===== config.mk =====
export PLATFORM = sky130hd
export DESIGN_NAME = sram_mem_controller
export DESIGN_NICKNAME = d
export VERILOG_FILES = /design/src/rtl/mem_pkg.sv /design/src/rtl/wait_counter.sv /design/src/rtl/sram_mem_controller.sv
export SDC_FILE = /design/constraint.sdc
export NUM_CORES = 1
export LEC_CHECK = 0
export BUFFER_PORTS_ARGS = -buffer_cell sky130_fd_sc_hd__buf_2
export CORE_ASPECT_RATIO = 1.2
export CORE_MARGIN = 4
export CORE_UTILIZATION = 49
export CTS_CLUSTER_DIAMETER = 120
export DETAILED_ROUTE_END_ITERATION = 6
export GPL_TIMING_DRIVEN = 0
export PLACE_DENSITY_LB_ADDON = 0.15
export SETUP_SLACK_MARGIN = 0.02
export SKIP_CTS_REPAIR_TIMING = 1
export SLEW_MARGIN = 25
export SYNTH_ARGS = -nofsm -noshare
export SYNTH_HDL_FRONTEND = slang
export SYNTH_HIERARCHICAL = 1
export SYNTH_SLANG_ARGS = --single-unit

===== constraint.sdc =====
create_clock -name clk -period 3.15 [get_ports clk]
set_clock_uncertainty 0.05 [all_clocks]
set_input_delay 0.315 -clock clk [delete_from_list [all_inputs] [get_ports clk]]
set_output_delay 0.315 -clock clk [all_outputs]
set_load 0.01 [all_outputs]

===== src/rtl/mem_pkg.sv =====
// Shared definitions for the SRAM-backed MEM-stage controller:
// FSM encoding, default base address and half-word select bits.
package mem_pkg;

    typedef enum logic [1:0] {
        IDLE = 2'd0,
        LO   = 2'd1,
        HI   = 2'd2,
        DONE = 2'd3
    } state_t;

    localparam logic [31:0] DEFAULT_BASE_ADDR = 32'd1024;

    localparam logic HALF_LO = 1'b0;
    localparam logic HALF_HI = 1'b1;

endpackage


===== src/rtl/wait_counter.sv =====
// Wait-state counter: counts enabled cycles from 0 and flags the last one
// (WAIT_CYCLES-1) on tc; clear has priority over enable.
module wait_counter #(
    parameter int unsigned WAIT_CYCLES = 5
) (
    input  logic clk,
    input  logic rst,
    input  logic clear,
    input  logic en,
    output logic tc
);

    localparam int unsigned CNT_W = (WAIT_CYCLES > 1) ? $clog2(WAIT_CYCLES) : 1;
    localparam logic [CNT_W-1:0] LAST = CNT_W'(WAIT_CYCLES - 1);

    logic [CNT_W-1:0] count;

    always_ff @(posedge clk or posedge rst) begin
        if (rst) begin
            count <= '0;
        end else if (clear) begin
            count <= '0;
        end else if (en) begin
            count <= count + 1'b1;
        end
    end

    assign tc = (count == LAST);

endmodule


===== src/rtl/sram_mem_controller.sv =====
// MEM-stage data memory front end: splits each 32-bit load/store into two
// 16-bit asynchronous SRAM accesses and freezes the pipeline via ready.
module sram_mem_controller
    import mem_pkg::*;
#(
    parameter logic [31:0] BASE_ADDR   = DEFAULT_BASE_ADDR,
    parameter int unsigned WAIT_CYCLES = 5,
    parameter int unsigned SRAM_ADDR_W = 18
) (
    input  logic                   clk,
    input  logic                   rst,
    input  logic                   mem_r_en,
    input  logic                   mem_w_en,
    input  logic [31:0]            address,
    input  logic [31:0]            write_data,
    output logic [31:0]            read_data,
    output logic                   ready,
    output logic [SRAM_ADDR_W-1:0] sram_addr,
    output logic [15:0]            sram_dq_out,
    input  logic [15:0]            sram_dq_in,
    output logic                   sram_dq_oe,
    output logic                   sram_we_n
);

    state_t                 state;
    logic                   is_write;
    logic [15:0]            lo_reg;
    logic                   req;
    logic [31:0]            word_idx;
    logic [SRAM_ADDR_W-1:0] lo_addr;
    logic [SRAM_ADDR_W-1:0] hi_addr;
    logic                   cnt_en;
    logic                   cnt_clr;
    logic                   tc;

    assign req      = mem_r_en | mem_w_en;
    assign word_idx = (address - BASE_ADDR) >> 2;
    assign lo_addr  = SRAM_ADDR_W'({word_idx, HALF_LO});
    assign hi_addr  = SRAM_ADDR_W'({word_idx, HALF_HI});

    // The counter only runs inside a half-access; holding it cleared
    // elsewhere guarantees every half starts at zero.
    assign cnt_en  = (state == LO) || (state == HI);
    assign cnt_clr = !cnt_en || tc;

    wait_counter #(
        .WAIT_CYCLES(WAIT_CYCLES)
    ) u_wait_counter (
        .clk  (clk),
        .rst  (rst),
        .clear(cnt_clr),
        .en   (cnt_en),
        .tc   (tc)
    );

    assign ready = (state == IDLE) ? !req : (state == DONE);

    // SRAM pin values are loaded on the edge entering each state, so they
    // are already stable for the whole half-access window.
    always_ff @(posedge clk or posedge rst) begin
        if (rst) begin
            state       <= IDLE;
            is_write    <= 1'b0;
            lo_reg      <= '0;
            read_data   <= '0;
            sram_addr   <= '0;
            sram_dq_out <= '0;
            sram_dq_oe  <= 1'b0;
            sram_we_n   <= 1'b1;
        end else begin
            case (state)
                IDLE: begin
                    if (req) begin
                        is_write   <= mem_w_en;
                        sram_addr  <= lo_addr;
                        sram_we_n  <= !mem_w_en;
                        sram_dq_oe <= mem_w_en;
                        if (mem_w_en) begin
                            sram_dq_out <= write_data[15:0];
                        end
                        state <= LO;
                    end
                end
                LO: begin
                    if (tc) begin
                        if (!is_write) begin
                            lo_reg <= sram_dq_in;
                        end else begin
                            sram_dq_out <= write_data[31:16];
                        end
                        sram_addr <= hi_addr;
                        state     <= HI;
                    end
                end
                HI: begin
                    if (tc) begin
                        if (!is_write) begin
                            read_data <= {sram_dq_in, lo_reg};
                        end
                        sram_we_n  <= 1'b1;
                        sram_dq_oe <= 1'b0;
                        state      <= DONE;
                    end
                end
                DONE: begin
                    state <= IDLE;
                end
                default: begin
                    state <= IDLE;
                end
            endcase
        end
    end

endmodule


# Word-level counts from Yosys, hierarchy flattened
# Cells that the tools add are included.
op_classes:
  n_mux: 21
  bitwise_logic: 2
  add_sub_neg: 2
  n_eq_ne: 9
  reduce_logical: 16
ops:
  columns: ["cell", "count"]
  rows:
  - ["16-bit 2-to-1 mux", 4]
  - ["18-bit 2-to-1 mux", 2]
  - ["18-bit case mux with 2 select lines", 1]
  - ["16-bit case mux with 2 select lines", 1]
  - ["19-bit by 11-bit subtractor with 19-bit output (second input constant)", 1]
  - ["3-bit AND reduction", 5]
  - ["2-bit != test (second input constant)", 5]
  - ["2-bit case mux with 4 select lines", 1]
  - ["2-bit 2-to-1 mux", 3]
  - ["3-bit 2-to-1 mux", 2]
  - ["2-bit nonzero test", 3]
  - ["1-bit 2-to-1 mux", 5]
  - ["5-bit AND reduction", 1]
  - ["2-bit == test (second input constant)", 2]
  - ["1-bit case mux with 2 select lines", 2]
  - ["3-bit by 1-bit adder with 3-bit output (second input constant)", 1]
  - ["3-bit == test (second input constant)", 1]
  - ["1-bit logical NOT", 3]
  - ["2-bit by 1-bit == test with 1-bit output (second input constant)", 1]
  - ["2-bit logical NOT", 1]
  - ["1-bit logical OR", 2]
  - ["2-bit AND reduction", 1]
  - ["1-bit NOT", 1]
  - ["1-bit bitwise OR", 1]
word_totals:
  reg_bits: 90
  out_inout_bits: 69
  word_cells: 59

# Depth between registers and ports, before layout
depth:
  ltp_word: 5
  depth_mapped: 8

# By module
# The synthesis kept the hierarchy.
by_module_without_submodules:
  columns: ["mod", "instances", "cells_each", "area_per_inst_um2", "seq_area_each_um2"]
  rows:
  - ["sram_mem_controller", 1, 262, 3753.6, 2178.3]
  - ["wait_counter", 1, 16, 166.4, 75.1]

# Worst setup path after synthesis
# No wires, ideal clock.
synth_path:
  path_kind: "register to register"
  startpoint: "reg state[0]"
  endpoint: "reg sram_addr[1]"
  n_path_buf: 3
  arrival_time_ns: 1.830
  slack_ns: 1.145
  path_stages_with_launch: 9
  synth_period_minus_slack_ns: 2.005
  path_cell_list: "dfrtp_1 -> inv_1 -> ha_1 -> buf_4 -> or3b_4 -> and2_4 -> buf_6 -> buf_6 -> mux2_4"
synth_via:
  elab_chain_cells: 3
  word_cells_on_any_way: 7
  cone_classes: "3 x eq/ne; 1 x mux; 3 x reduce/logical"
synth_rtl:
  columns: ["element", "line", "text"]
  rows:
  - ["start: declaration", "sram_mem_controller.sv:25", "state_t state;"]
  - ["start signal: assignment", "sram_mem_controller.sv:62", "state <= IDLE;"]
  - ["start signal: assignment", "sram_mem_controller.sv:81", "state <= LO;"]
  - ["start signal: assignment", "sram_mem_controller.sv:92", "state <= HI;"]
  - ["2-bit by 1-bit == test with 1-bit output or 2-bit logical NOT (tied branches)", "sram_mem_controller.sv:71", "case (state)"]
  - ["2-bit != test (no line) or 2-bit nonzero test (tied branches)", null, null]
  - ["3-bit AND reduction (no line)", null, null]
  - ["end signal: assignment", "sram_mem_controller.sv:75", "sram_addr <= lo_addr;"]
  - ["end signal: assignment", "sram_mem_controller.sv:91", "sram_addr <= hi_addr;"]
  - ["end: declaration", "sram_mem_controller.sv:18", "output logic [SRAM_ADDR_W-1:0] sram_addr,"]
# Several ways; a longest one is shown, not always the timed one.
# A chain may end at the register's enable or synchronous reset.

# Worst setup path after layout
layout_path:
  startpoint: "reg state[0]"
  endpoint: "out ready"
layout_via:
  elab_chain_cells: 2
  word_cells_on_any_way: 3
  cone_classes: "1 x eq/ne; 1 x mux; 1 x reduce/logical"
layout_rtl:
  columns: ["element", "line", "text"]
  rows:
  - ["2-bit == test or 2-bit logical NOT (tied branches)", "sram_mem_controller.sv:56", "assign ready = (state == IDLE) ? !req : (state == DONE);"]
  - ["1-bit 2-to-1 mux (*)", "sram_mem_controller.sv:56", null]
  - ["end: declaration", "sram_mem_controller.sv:17", "output logic ready,"]
# Every way passes the cells marked *; elsewhere a longest branch is shown, timed or not.

==> reports/results.md <==
## Clock tree
- built — clock tree from TritonCTS
- 90 ps — clock slew seen by the registers of the worst setup and hold paths
- 9 — CTS buffer count
- 350 ps — insertion delay to the later sink of the worst-skew pair
- sky130_fd_sc_hd__clkbuf_8 — clock root buffer master
- 2 — maximum clock insertion buffer count
- 3 — H-tree levels
- 90 — Clock Sinks

## Timing
- 0.667 — max-slew headroom at the worst pin
- 0 — Final Setup Violations
- 0.794 — period utilisation layout
- no — setup repair after global routing missed its margin
- 500 ps — transition time of the tightest slew-check pin
- 2500 ps — Tmin final
- 0 — max-slew violation total from the final report
- 0 — Final Hold Fails
- 400 MHz — maximum frequency from static timing analysis

## Logic synthesis
- 14.1 µm² — average cell area after synthesis
- 1.00 — proportion of synthesized flip-flops having asynchronous set or reset
- 0 — number of synthesized flops with an enable pin
- 278 — post-synthesis instance total
- 6 — count of yosys warnings during synthesis
- 3920 µm² — netlist area before placement
- 90 — synthesis-stage register bit count
- sky130_fd_sc_hd__dfrtp_1 — most frequently used flop master after synthesis
- 0.575 — Seq/Total Area, Yosys
- 35 — count of different cell masters after synthesis
- 370 — Mapped Nets

## Layout
- 26.4% — signed area change from the synthesized netlist to the final layout
- 525 — filler-free cell count of the finished design
- 32 — number of flip-flops in the largest register
- 0.639 — Final Util
- sky130_fd_sc_hd__buf_2 — most common cell after layout, fill and taps aside
- read_data — Largest Register
- 0.598 — fraction of layout cells with a size suffix above 1
- read_data: 32 flops, sram_addr: 18 flops — registers with the highest flip-flop counts
- 0 — antenna fix cells
- sky130_fd_sc_hd__buf_2 (143), sky130_fd_sc_hd__mux2_2 (89), sky130_fd_sc_hd__dfrtp_1 (89) — most frequent cells in the layout
- 520 — final-stage net count

## GRT
- 0 — Congestion Overflow GR
- 71 — maximum number of pins on one net before global-route repair
- 0 — initial antenna violation count
- 12,300 µm — wire length of the first global-routing pass
- 2,672 — vias in the first global route
- 0.168 — gr usage total

## Detailed routing
- 76 — Initial DRC Count
- 14.7 µm — average routed wire per standard cell
- 7720 µm — Total Routed Length
- 0 — Antenna Nets Post-Route
- 5.07 — vias per inst
- 2,664 — overall via count from detail_route
- 4 — Pre-Repair DR Iteration Count
- 0 — post-detailed-route DRC marker count

## Hold path
- sram_addr[2] — destination of the worst hold path
- address[3] — hold path startpoint
- primary input to flop — worst hold path class
- 2 — cell count of the worst hold path

## Job
- 0 — maxcap violations

## Critical path
- sram_dq_out[8] — Worst R2R End
- 930 ps — Reg2Reg Setup Slack
- inv_1 > ha_1 > buf_4 > or3b_4 > clkbuf_1 > nand2b_1 > buf_2 — cell breakdown of the critical path
- 10 — critical-path maximum fanout
- flop to output pin — type of the worst setup path
- flop — Worst Setup Start Kind
- u_wait_counter/count[0] — worst reg2reg startpoint
- output pin — critical path endpoint category
- 2780 ps — data required time of the worst path
- sky130_fd_sc_hd__dfrtp_1 — slowest stage cell, crit path
- 410 ps — peak per-stage delay on the critical path
- 7 — count of cells along the worst register-to-register path
- 2140 ps — endpoint arrival time on the critical path

## Floorplanning
- 0.506 — starting utilization of the core area
- 89.7 µm — DIE WIDTH
- 106 µm — Die H
- 35 — Core Rows
- 153 — num ports
- 7750 µm² — area of the core
- 9500 µm² — total die area

## Power and ir drop
- 0.533 mV — largest vdd supply drop
- 872 nW/µm² — total power per unit cell area
- 2.35 nW — Static Leakage
- 4.32 mW — post-layout power

## Placed design
- 508 — Placed Instances
- 0.742 — final RePlAce weighted congestion
- 5740 µm — hpwl dp
- 137 — count of input and output buffers

## Run status
- finished clean — status

-- metrics by stage --
step	hold slack (ps)	setup WS, ps	cell area (µm²)	TNS, ps
after floorplan	18.6	536	3920	0
after global placement	140	-506	4720	-43090
after detailed placement	183	946	4750	0
after CTS	-217	615	4940	0
after global routing	124	532	4950	0
final	144	647	4950	0
-- worst max-delay path: cells and delay by family (launching register included) --
| family | cells | cell delay [ps] |
|---|---|---|
| buffers and inverters | 4 | 670 |
| AND/OR/NAND/NOR | 2 | 530 |
| flip-flops | 1 | 410 |
| adder cells (fa/ha/maj) | 1 | 170 |
-- synthesized netlist by cell type (2+ instances only) --
cell | instances | area share
sky130_fd_sc_hd__nand2_1 | 5 | 0.0048
sky130_fd_sc_hd__nor2_1 | 4 | 0.0038
sky130_fd_sc_hd__buf_6 | 2 | 0.0057
sky130_fd_sc_hd__a21oi_1 | 12 | 0.015
sky130_fd_sc_hd__nand2b_1 | 3 | 0.0048
sky130_fd_sc_hd__nor2b_1 | 2 | 0.0032
sky130_fd_sc_hd__ha_1 | 8 | 0.026
sky130_fd_sc_hd__o31ai_1 | 2 | 0.0038
sky130_fd_sc_hd__clkbuf_1 | 2 | 0.0019
sky130_fd_sc_hd__mux2_4 | 2 | 0.0077
sky130_fd_sc_hd__xnor2_1 | 3 | 0.0067
sky130_fd_sc_hd__nor3_1 | 2 | 0.0026
sky130_fd_sc_hd__mux2i_1 | 4 | 0.010
sky130_fd_sc_hd__dfrtp_1 | 89 | 0.57
sky130_fd_sc_hd__a22oi_1 | 2 | 0.0038
sky130_fd_sc_hd__inv_1 | 12 | 0.011
sky130_fd_sc_hd__o21ai_0 | 6 | 0.0077
sky130_fd_sc_hd__buf_2 | 6 | 0.0077
sky130_fd_sc_hd__or3_1 | 3 | 0.0048
sky130_fd_sc_hd__a31oi_1 | 5 | 0.0080
sky130_fd_sc_hd__mux2_2 | 89 | 0.26
sky130_fd_sc_hd__or4_1 | 2 | 0.0038
-- per-layer routing --
layer	global-route usage	part of all wire
met5	0	0
met4	0.0734	0.017
met3	0.0488	0.085
met2	0.266	0.47
met1	0.209	0.43
-- final cells by class --
type                            instances  area, µm²
Fill cell                             644       2800
Sequential cell                        90       2250
Multi-Input combinational cell        165       1550
Timing Repair Buffer                  139        723
Clock buffer                           10        138
Tap cell                               92        115
Buffer                                 11       67.6
Clock inverter                          6       53.8
Inverter                               12       50.0
-- cell families (layout without fill, tap and decap cells) --
group	Yosys count	count (layout)	synth area share
AND/OR/NAND/NOR	27	27	0.0405
AO/OA/AOI/OAI	32	32	0.0501
adder cells (fa/ha/maj)	8	8	0.0255
multiplexers	95	95	0.274
buffers and inverters	23	178	0.0287
XOR/XNOR	3	3	0.00670
flip-flops	90	90	0.575
-- how the worst max path moves through the flow --
stage                                 start             end  cells past startpoint
finish                             state[0]           ready                      7
global route                       state[0]           ready                      7
CTS                                state[0]           ready                      7
detailed placement  u_wait_counter/count[0]  sram_dq_out[4]                      7
global placement                        rst    read_data[3]                      2
floorplan                               rst        is_write                      1
-- power breakdown --
part           internal [mW]  switching [mW]
combinational          0.947           0.834
clock                  0.325           0.421
sequential              1.59           0.205
Power figures use the tool's default switching activity.
